## config.mk

```make
export PLATFORM = sky130hd
export DESIGN_NAME = regfile_wb_arbiter
export DESIGN_NICKNAME = d
export VERILOG_FILES = /design/src/rtl/regfile_wb_arbiter.sv
export SDC_FILE = /design/constraint.sdc
export NUM_CORES = 1
export LEC_CHECK = 0
export ABC_CLOCK_PERIOD_IN_PS = 8350
export BUFFER_PORTS_ARGS = -buffer_cell sky130_fd_sc_hd__buf_4
export CORE_MARGIN = 5
export CORE_UTILIZATION = 46
export DETAILED_ROUTE_END_ITERATION = 16
export PLACE_DENSITY = 0.88
export SETUP_SLACK_MARGIN = 0.02
export SYNTH_ARGS = -nofsm -noshare
export SYNTH_HDL_FRONTEND = slang
export SYNTH_SLANG_ARGS = --single-unit
```

## constraint.sdc

```tcl
create_clock -name clk -period 8.35 [get_ports clk]
set_clock_uncertainty 0.15 [all_clocks]
set_input_delay 0.4175 -clock clk [delete_from_list [all_inputs] [get_ports clk]]
set_output_delay 0.4175 -clock clk [all_outputs]
set_load 0.005 [all_outputs]
```

## src/rtl/regfile_wb_arbiter.sv

```systemverilog
`default_nettype none
// ============================================================================
// Module   : regfile_wb_arbiter
// Purpose  : Round-robin arbiter sharing the register-file write port among
//            NUM_REQ writeback sources, with a registered grant and x0 discard.
//            Optional stall counters are enabled by REGFILE_WB_ARB_PERF_EN.
// Revision : 1.0 - initial release
// ============================================================================
module regfile_wb_arbiter #(
    parameter int NUM_REQ = 3,
    parameter int CNT_W   = 16,
    localparam int IDX_W  = (NUM_REQ > 1) ? $clog2(NUM_REQ) : 1
) (
    input  logic                     clk,
    input  logic                     rst_n,
    input  logic                     flush,
    input  logic [NUM_REQ-1:0]       req_valid,
    input  logic [5*NUM_REQ-1:0]     req_dest,
    input  logic [32*NUM_REQ-1:0]    req_data,
    output logic [NUM_REQ-1:0]       req_ready,
    output logic                     wb_load,
    output logic [4:0]               wb_dest,
    output logic [31:0]              wb_data,
    output logic [IDX_W-1:0]         wb_src,
    input  logic                     perf_clr,
    output logic [CNT_W*NUM_REQ-1:0] stall_cnt
);

    localparam logic [IDX_W:0] c_NUM_REQ = (IDX_W+1)'(NUM_REQ);

    logic [IDX_W-1:0] last_grant_q;
    logic             wb_load_q;
    logic [4:0]       wb_dest_q;
    logic [31:0]      wb_data_q;
    logic [IDX_W-1:0] wb_src_q;

    logic [IDX_W:0]   w_sum;
    logic [IDX_W-1:0] w_win_idx;
    logic             w_win_any;
    logic             w_grant;
    logic [4:0]       w_win_dest;
    logic [31:0]      w_win_data;

    // Scan from the slot after the last winner, wrapping once around.
    always_comb begin
        w_sum     = '0;
        w_win_idx = '0;
        w_win_any = 1'b0;
        for (int k = 0; k < NUM_REQ; k++) begin
            w_sum = {1'b0, last_grant_q} + (IDX_W+1)'(k + 1);
            if (w_sum >= c_NUM_REQ) begin
                w_sum = w_sum - c_NUM_REQ;
            end
            if (!w_win_any && req_valid[w_sum[IDX_W-1:0]]) begin
                w_win_any = 1'b1;
                w_win_idx = w_sum[IDX_W-1:0];
            end
        end
    end

    // rst_n gates the grant so nothing is accepted while the port is held in reset.
    assign w_grant    = w_win_any && !flush && rst_n;
    assign w_win_dest = req_dest[5*int'(w_win_idx) +: 5];
    assign w_win_data = req_data[32*int'(w_win_idx) +: 32];

    always_comb begin
        req_ready = '0;
        if (w_grant) begin
            req_ready[w_win_idx] = 1'b1;
        end
    end

    always_ff @(posedge clk or negedge rst_n) begin
        if (!rst_n) begin
            last_grant_q <= IDX_W'(NUM_REQ - 1);
            wb_load_q    <= 1'b0;
            wb_dest_q    <= '0;
            wb_data_q    <= '0;
            wb_src_q     <= '0;
        end else begin
            wb_load_q <= w_grant && (w_win_dest != 5'd0);
            if (w_grant) begin
                last_grant_q <= w_win_idx;
                wb_dest_q    <= w_win_dest;
                wb_data_q    <= w_win_data;
                wb_src_q     <= w_win_idx;
            end
        end
    end

    assign wb_load = wb_load_q;
    assign wb_dest = wb_dest_q;
    assign wb_data = wb_data_q;
    assign wb_src  = wb_src_q;

`ifdef REGFILE_WB_ARB_PERF_EN
    generate
        for (genvar i = 0; i < NUM_REQ; i++) begin : g_stall
            logic [CNT_W-1:0] cnt_q;

            always_ff @(posedge clk or negedge rst_n) begin
                if (!rst_n) begin
                    cnt_q <= '0;
                end else if (perf_clr) begin
                    cnt_q <= '0;
                end else if (req_valid[i] && !req_ready[i] && (cnt_q != {CNT_W{1'b1}})) begin
                    cnt_q <= cnt_q + 1'b1;
                end
            end

            assign stall_cnt[CNT_W*i +: CNT_W] = cnt_q;
        end
    endgenerate
`else
    logic w_unused_perf_clr;
    assign w_unused_perf_clr = perf_clr;
    assign stall_cnt         = '0;
`endif

endmodule
`default_nettype wire

```

==> results of run 1 <==
through the flow:
step	hold slack (ps)	cell area, µm²	std cells	setup WS (ps)
3_5_place_dp	291.7	4085	538	4687
3_3_place_gp	289.6	4085	538	4818
4_1_cts	259.5	4177	546	4502
6_report	264.2	4177	546	4527
5_1_grt	262.2	4177	546	4231
2_1_floorplan	-28.09	3218	365	5467
how the worst min path moves through the flow:
stage	end	slack (ps)	cells past startpoint
after floorplan	last_grant_q[0]	-30	0
after global placement	wb_data[21]	290	1
after detailed placement	wb_data[21]	290	1
after CTS	wb_data[17]	260	3
after global routing	wb_data[15]	260	3
final	wb_data[22]	260	3
layer usage:
layer,vias to the layer above,GRT usage (%),share of wire [%]
met5,-,0,0
met4,0,5.012,1.9
met3,12,7.107,10
met2,144,34.50,52
met1,1213,20.33,36
li1,1316,-,-
kinds of logic (layout without fill, tap and decap cells):
| kind of cell | count (synthesis) | in the layout | synth area share, % |
|---|---|---|---|
| AOI/OAI and AO/OA | 63 | 63 | 12.46 |
| adders and majority gates | 4 | 4 | 1.645 |
| buffers and inverters | 71 | 175 | 16.17 |
| DFF | 41 | 41 | 33.77 |
| muxes | 76 | 76 | 26.74 |
| other | 1 | 48 | 0.1233 |
| and+or+nand+nor | 62 | 62 | 9.091 |
worst register-to-register path, stage by stage (launching register included):
cell and delay (ps):
dfrtp_1 480, inv_1 130, ha_1 450, nor3b_1 770, a31o_2 830, mux2_4 370
mux2_4 270, a41oi_2 150
synthesized netlist by cell type, types with 2 or more instances:
cell	number	share of area, %
buf_4	49	12
o21ai_0	43	7.1
dfrtp_1	40	33
mux2i_1	40	13
nand2_1	39	4.8
mux2_2	34	13
clkbuf_1	9	1.1
nor2_1	6	0.74
a21o_1	5	1.2
buf_6	5	1.9
inv_1	5	0.62
nand3_1	5	0.82
a21oi_1	4	0.66
ha_1	4	1.6
a22oi_1	3	0.74
buf_2	3	0.49
nand4_1	3	0.62
nor2b_1	3	0.62
nor3b_1	3	0.74
mux2_4	2	0.99
cell usage in the layout, fill, tap and decap left out, types with 2 or more instances in the layout:
cell | Yosys | layout
inv_1 | 5 | 5
a21o_1 | 5 | 5
clkbuf_8 | 0 | 5
nor2_1 | 6 | 6
o21ai_0 | 43 | 43
nand4_1 | 3 | 3
a22oi_1 | 3 | 3
buf_4 | 49 | 162
mux2i_1 | 40 | 40
dfrtp_1 | 40 | 40
conb_1 | 1 | 48
nand3_1 | 5 | 5
nor3b_1 | 3 | 3
nor2b_1 | 3 | 3
nand2_1 | 39 | 39
ha_1 | 4 | 4
mux2_4 | 2 | 2
mux2_2 | 34 | 34
a21oi_1 | 4 | 4
timing repair:
item	in CTS	in global routing
endpoints found under the setup margin	0	0
hold endpoints to repair	40	0
hold buffers	1	0
sequential cells by signal (all words and copies together) (netlist names):
signal        count
last_grant_q      2
wb_data          32
wb_dest           5
wb_load           1
wb_src            1
power by group:
group,internal (mW),leakage [nW],switching (mW)
registers,0.292,0.509,0.0515
clock network,0.0579,0.0412,0.0668
logic,0.437,1.72,0.400
cell type report:
cell class | count | area (µm²) | area share, %
Multi-Input combinational cell | 253 | 1727 | 41.34
Timing Repair Buffer | 163 | 1226 | 29.36
Sequential cell | 41 | 1027 | 24.60
Tap cell | 77 | 96.34 | 2.307
Clock buffer | 6 | 72.57 | 1.738
Inverter | 5 | 18.77 | 0.4494
Clock inverter | 1 | 8.758 | 0.2097
==> impl_metrics.yaml, run 1 <==
min_path:
  worstHoldStart: "req_data[86]"
  hold_class: "in2reg"
global_routing:
  antenna_found_initial: 0
  grt_pass1_vias: 2809
  grt_usage_pct: 18.88
  gr-total-overflow: 0
  grt_pass1_wl_mm: 13.10
  grt_max_degree: 52
routing:
  drc: 0
  first_pass_iters: 4
  ant_nets: 0
  totalWireLength_mm: 8.222
  initialDrtViolationCount: 48
  vias: 2685
  wl_per_cell_um: 15.06
  routed_via_density: 4.918
synthesis:
  ys_types: 33
  yosysSeqAreaShare_pct: 33.77
  async_flop_share_pct: 100.0
  synth_area_um2: 3042
  netlist_instances: 318
  ys_warn_count: 0
  ys.flop_type: "dfrtp_1"
  ys_ff_latch: 41
  synth_edf_count: 0
  syn_area_per_cell_um2: 9.565
timing:
  fin_crit_ps: 3823
  drv_slew: 0
  fin_setup_tns_ps: 0
  period_share_pct: 45.78
  slew_headroom_pct: 37.43
  tightest_slew_ps: 938.6
  fmaxAchievable_mhz: 261.6
  setup_viol: 0
  grt_setup_unrepaired: "false"
  hold_violations: 0
finish:
  layout-drive-gt1-share_pct: 44.78
  fillerInstances: 533
  finish.utilization_pct: 65.40
  syn2layout_area_growth_pct: 37.31
  antennaDiodeCount: 0
  nets: 591
setup_path:
  setup.worst_path.end_class: "output port"
  required_ps: 7780
  cp_cell_sequence: "inv_1 > ha_1 > nor3b_1 > a31o_2 > nor3b_1 > buf_4"
  cp_num_buf_inv: 2
  endpoint: "req_ready[0]"
  cp_top_family: "simple AND/OR/NAND/NOR gates"
  start_kind: "flip-flop"
  path_class: "reg2out"
  critical-path-max-stage-delay_ps: 830
  crit_arrival_ps: 3260
  reg2reg_depth: 7
  cpMostUsedCell: "nor3b_1"
  r2r_end: "wb_load"
  crit_cells: 6
  cp_max_fo: 36
  reg2reg_slack_ps: 4680
  slowest_stage: "a31o_2"
  rr_startpoint: "last_grant_q[0]"
  startpoint: "last_grant_q[0]"
place:
  hpwl_mm: 6.675
  numPortBuffers: 159
  gp_congestion: 0.8325
floorplan:
  dieArea_um2: 8338
  fp.dieH_um: 91.32
  core_region_area_um2: 6386
  io_pins: 209
  die_x_um: 91.32
  rows: 29
  initial_core_util_pct: 47.63
clocking:
  cts_setup_buffers: 0
  clkSinkCount: 41
  worst_skew_pair.late_latency_ps: 280
  clock_path_buffers: 2
  h-tree-depth: 2
  root_buffer: "clkbuf_8"
  clk_transition_reported_paths_ps: 80
  cts_inserted_buffers: 5
  ctsResizeCount: 0
  cts_tree: "built"
power_and_ir_drop:
  leakagePower_nw: 2.268
  power.total_mw: 1.306
  irDropWorstVdd_mv: 0.1823
  p_per_area_nw_per_um2: 312.6
run:
  cap_violations: 0
outcome:
  status: "finished clean"
Power figures use the tool's default switching activity.
==> run 2: changes to the inputs <==
--- a/config.mk
+++ b/config.mk
@@ -5,12 +5,12 @@
 export SDC_FILE = /design/constraint.sdc
 export NUM_CORES = 1
 export LEC_CHECK = 0
-export ABC_CLOCK_PERIOD_IN_PS = 8350
+export ABC_CLOCK_PERIOD_IN_PS = 3400
 export BUFFER_PORTS_ARGS = -buffer_cell sky130_fd_sc_hd__buf_4
 export CORE_MARGIN = 5
-export CORE_UTILIZATION = 46
+export CORE_UTILIZATION = 38
 export DETAILED_ROUTE_END_ITERATION = 16
-export PLACE_DENSITY = 0.88
+export PLACE_DENSITY = 0.77
 export SETUP_SLACK_MARGIN = 0.02
 export SYNTH_ARGS = -nofsm -noshare
 export SYNTH_HDL_FRONTEND = slang
==> constraint.sdc (replaced) <==
create_clock -name clk -period 3.4 [get_ports clk]
set_clock_uncertainty 0.15 [all_clocks]
set_input_delay 0.17 -clock clk [delete_from_list [all_inputs] [get_ports clk]]
set_output_delay 0.17 -clock clk [all_outputs]
set_load 0.005 [all_outputs]
==> run 2 against run 1 <==
Sequential share of layout area fell by 1.1 points; final cell count rose by 7.9%; register-to-register slack got worse by 4300 ps; core utilization fell by 9.1 points; first-iteration DRC count down 4.2%; critical endpoint is now req_ready[2]; largest cell class unchanged; largest power group unchanged.
==> impl_metrics.yaml, run 2 (synthesis results as in run 1) <==
clocking:
  ctsResizeCount: 0
  worst_skew_pair.late_latency_ps: 280
  cts_inserted_buffers: 5
  clk_transition_reported_paths_ps: 80
  h-tree-depth: 2
  cts_tree: "built"
  clock_path_buffers: 2
  root_buffer: "clkbuf_8"
  clkSinkCount: 41
finish:
  fillerInstances: 725
  layout-drive-gt1-share_pct: 46.61
  nets: 608
  largest_register_ffs: 32
  final_common_cell: "buf_4"
  syn2layout_area_growth_pct: 43.89
  antennaDiodeCount: 0
  final_cell_mix: "buf_4 (176), conb_1 (48), o21ai_0 (43)"
outcome:
  status: "finished clean"
place:
  gp_congestion: 0.8231
  hpwl_mm: 6.872
  numPortBuffers: 159
global_routing:
  grt_pass1_wl_mm: 13.09
  grt_usage_pct: 16.16
  grt_pass1_vias: 2762
  antenna_found_initial: 0
  grt_max_degree: 50
  gr-total-overflow: 0
floorplan:
  dieArea_um2: 9893
  fp.dieH_um: 99.47
  initial_core_util_pct: 39.16
  rows: 32
  die_x_um: 99.47
  core_region_area_um2: 7767
  io_pins: 209
setup_path:
  startpoint: "last_grant_q[0]"
  cp_num_buf_inv: 5
  cp_cell_sequence: "inv_1 > ha_1 > buf_4 > inv_1 > o211ai_1 > buf_4 > o311ai_4 > nor2_1 > buf_4"
  start_kind: "flip-flop"
  crit_arrival_ps: 2760
  slowest_stage: "o311ai_4"
  path_class: "reg2out"
  setup.worst_path.end_class: "output port"
  cp_top_family: "buffers and inverters"
  cpMostUsedCell: "buf_4"
  critical-path-max-stage-delay_ps: 510
  rr_startpoint: "last_grant_q[1]"
  cp_max_fo: 8
  required_ps: 3080
power_and_ir_drop:
  p_per_area_nw_per_um2: 790.5
  irDropWorstVdd_mv: 0.3489
  leakagePower_nw: 2.366
routing:
  totalWireLength_mm: 8.490
  initialDrtViolationCount: 46
  wl_per_cell_um: 14.41
  vias: 2740
  first_pass_iters: 4
  routed_via_density: 4.652
  ant_nets: 0
  drc: 0
timing:
  holdWs_ps: 9.059
  setup_viol: 0
  grt_setup_unrepaired: "false"
  hold_violations: 0
  fin_setup_tns_ps: 0
  slew_headroom_pct: 59.04
  fin_crit_ps: 3082
  drv_slew: 0
  period_share_pct: 90.66
  fmaxAchievable_mhz: 324.4
  tightest_slew_ps: 608.0
run:
  cap_violations: 0
min_path:
  hold_class: "in2reg"
  worstHoldStart: "req_data[82]"
## run 2: cell types whose count changed in the layout (fill, tap and decap cells not counted)
cell,before,now
dlygate4sd3_1,1,3
buf_12,0,1
inv_6,0,1
clkbuf_8,5,7
clkinv_4,1,0
buf_4,162,176
clkbuf_1,1,0
## run 2: cell type report
class	instances	area, µm²	area share (%)
multi-input combinational	253	1727	39.45
timing repair buffer	180	1371	31.33
sequential	41	1027	23.47
tap	102	127.6	2.916
clock buffer	7	96.34	2.201
inverter	5	18.77	0.4288
clock inverter	1	8.758	0.2001
## run 2: final timing paths
| kind | end | slack [ps] | depth (start not counted) |
|---|---|---|---|
| worst max-delay path | req_ready[2] | 320 | 9 |
| worst max register to register | wb_data[3] | 410 | 10 |
| worst min register to register | wb_data[30] | 330 | 2 |
| worst min-delay path | wb_data[18] | 9 | 3 |
| min in group asynchronous | wb_data[20] | 260 | 2 |
| max in group asynchronous | last_grant_q[1] | 2450 | 2 |
## run 2: repair_timing
action                                  4_1_cts  5_1_grt
hold buffers                                  3        0
setup buffers                                 0        8
endpoints found under the hold margin        42        0
endpoints found under the setup margin        0       12
## run 2: routing by layer
layer	wire length, µm	vias up	GRT usage, %
met1	3089	1235	17.82
met4	70	0	4.097
met5	0	-	0
li1	-	1347	-
met2	4478	146	29.70
met3	852	12	5.400
## run 2: tightest hold or removal path, stage by stage
cell,delay [ps]
buf_4,80
mux2i_1,50
o21ai_0,120
## run 2: per-stage QoR
stage | setup slack, ps | std cells | cell area [µm²] | power (mW) | util [%]
after floorplan | 564.3 | 365 | 3218 | 2.286 | -
final | 317.7 | 589 | 4377 | 3.460 | 56.35
after global routing | 106.4 | 589 | 4377 | 3.735 | 56.35
after global placement | 268.7 | 570 | 4182 | 2.955 | 53.83
after CTS | 154.8 | 581 | 4317 | 3.405 | 55.57
after detailed placement | 230.8 | 570 | 4182 | 3.025 | 53.83
## run 2: power breakdown
| group | total (mW) | switching [mW] | internal [mW] |
|---|---|---|---|
| sequential | 0.847 | 0.131 | 0.716 |
| combinational | 2.25 | 1.03 | 1.22 |
| clock | 0.367 | 0.179 | 0.188 |
==> run 3: changes to the inputs <==
--- a/config.mk
+++ b/config.mk
@@ -6,7 +6,7 @@
 export NUM_CORES = 1
 export LEC_CHECK = 0
 export ABC_CLOCK_PERIOD_IN_PS = 3400
-export BUFFER_PORTS_ARGS = -buffer_cell sky130_fd_sc_hd__buf_4
+export BUFFER_PORTS_ARGS = -buffer_cell sky130_fd_sc_hd__buf_2
 export CORE_MARGIN = 5
 export CORE_UTILIZATION = 38
 export DETAILED_ROUTE_END_ITERATION = 16
==> run 3 against run 2 <==
Design area down 8.5%; global-route usage up 0.57 points; sequential share of layout area up 2.2 points; die area unchanged; core utilization down 4.8 points; setup slack worse by 87 ps; critical endpoint is now req_ready[1]; highest routed layer unchanged.
==> impl_metrics.yaml, run 3 (synthesis results as in run 1) <==
clocking:
  cts_tree: "built"
  cts_inserted_buffers: 5
  clkSinkCount: 41
  worst_skew_pair.late_latency_ps: 300
  ctsResizeCount: 0
  clock_path_buffers: 2
  root_buffer: "clkbuf_8"
  clk_transition_reported_paths_ps: 90
  h-tree-depth: 2
setup_path:
  startpoint: "last_grant_q[1]"
  crit_arrival_ps: 2850
  setup.worst_path.end_class: "output port"
  path_class: "reg2out"
  rr_startpoint: "last_grant_q[1]"
  start_kind: "flip-flop"
  required_ps: 3080
  cp_max_fo: 14
timing:
  setup_viol: 0
  holdWs_ps: 9.945
  fmaxAchievable_mhz: 315.5
  drv_slew: 0
  slew_headroom_pct: 53.36
  grt_setup_unrepaired: "false"
  fin_crit_ps: 3169
  hold_violations: 0
  fin_setup_tns_ps: 0
  period_share_pct: 93.21
  tightest_slew_ps: 692.2
finish:
  final_common_cell: "buf_2"
  largest_register_ffs: 32
  layout-drive-gt1-share_pct: 46.50
  fillerInstances: 740
  finish.utilization_pct: 51.55
  nets: 607
  syn2layout_area_growth_pct: 31.63
  antennaDiodeCount: 0
  final_cell_mix: "buf_2 (159), conb_1 (48), o21ai_0 (43)"
floorplan:
  io_pins: 209
  rows: 32
  initial_core_util_pct: 39.16
  core_region_area_um2: 7767
  dieArea_um2: 9893
  fp.dieH_um: 99.47
  die_x_um: 99.47
routing:
  first_pass_iters: 4
  initialDrtViolationCount: 73
  vias: 2783
  routed_via_density: 4.733
  ant_nets: 0
  drc: 0
  wl_per_cell_um: 14.48
  totalWireLength_mm: 8.517
global_routing:
  grt_pass1_vias: 2856
  grt_usage_pct: 16.73
  gr-total-overflow: 0
  grt_max_degree: 46
  antenna_found_initial: 0
  grt_pass1_wl_mm: 13.47
power_and_ir_drop:
  p_sw_share_pct: 39.82
  clock_power_share_pct: 12.2
  p_sw_mw: 1.319
  leakagePower_nw: 2.254
  p_per_area_nw_per_um2: 827.3
  seq_power_share_pct: 25.2
  combinationalPowerShare_pct: 62.6
  irDropWorstVdd_mv: 0.4448
  internal-power_mw: 1.993
min_path:
  hold_class: "in2reg"
  worstHoldStart: "req_data[75]"
place:
  hpwl_mm: 6.913
  gp_congestion: 0.8138
  numPortBuffers: 159
outcome:
  status: "finished clean"
run:
  cap_violations: 0
## run 3: cell type report
class,instances,area [µm²],area share (%)
tap,102,127.6,3.187
inverter,5,18.77,0.4688
timing repair buffer,179,991.0,24.75
clock inverter,3,43.79,1.094
multi-input combinational,253,1727,43.13
clock buffer,5,68.82,1.719
sequential,41,1027,25.66
## run 3: layer usage
metal / GRT usage [%] / routed length [µm]
met5: 0 / 0
met4: 5.252 / 113
met3: 5.189 / 824
met2: 31.25 / 4514
met1: 17.83 / 3064
## run 3: through the flow
stage                     total power [mW]  setup slack, ps  cell area, µm²  instances
after floorplan                      2.286            564.3            3218        365
after global placement               2.794            437.0            3796        570
after detailed placement             2.881            337.6            3796        570
after CTS                            3.304            117.2            3939        581
after global routing                 3.599            58.49            4004        588
final                                3.312            230.8            4004        588
## run 3: worst paths after layout
check                      slack (ps)  cells past startpoint      endpoint
max                               230                      8  req_ready[1]
min                                10                      3   wb_data[11]
max reg2reg                       330                      9   wb_data[10]
min reg2reg                       330                      2   wb_data[14]
max in group asynchronous        2310                      3   wb_data[10]
min in group asynchronous         420                      3   wb_data[28]
## run 3: repair_timing
item,4_1_cts,5_1_grt
endpoints found under the hold margin,42,0
buffers inserted,0,7
hold buffers,3,0
setup endpoints to repair,0,3
## run 3: power by group through the flow
stage / clock network, mW / registers (mW) / logic (mW)
after global placement: 0 / 0.829 / 1.97
final: 0.405 / 0.834 / 2.07
after global routing: 0.445 / 0.866 / 2.29
after detailed placement: 0 / 0.846 / 2.04
after CTS: 0.424 / 0.837 / 2.04
after floorplan: 0 / 0.859 / 1.43
## run 3: worst max-delay path: stages, from the launching register on
cell,delay (ps)
dfstp_2,570
inv_1,60
ha_1,470
mux2i_1,150
o21ai_0,570
o311ai_4,170
buf_12,180
nor3b_1,220
buf_2,160
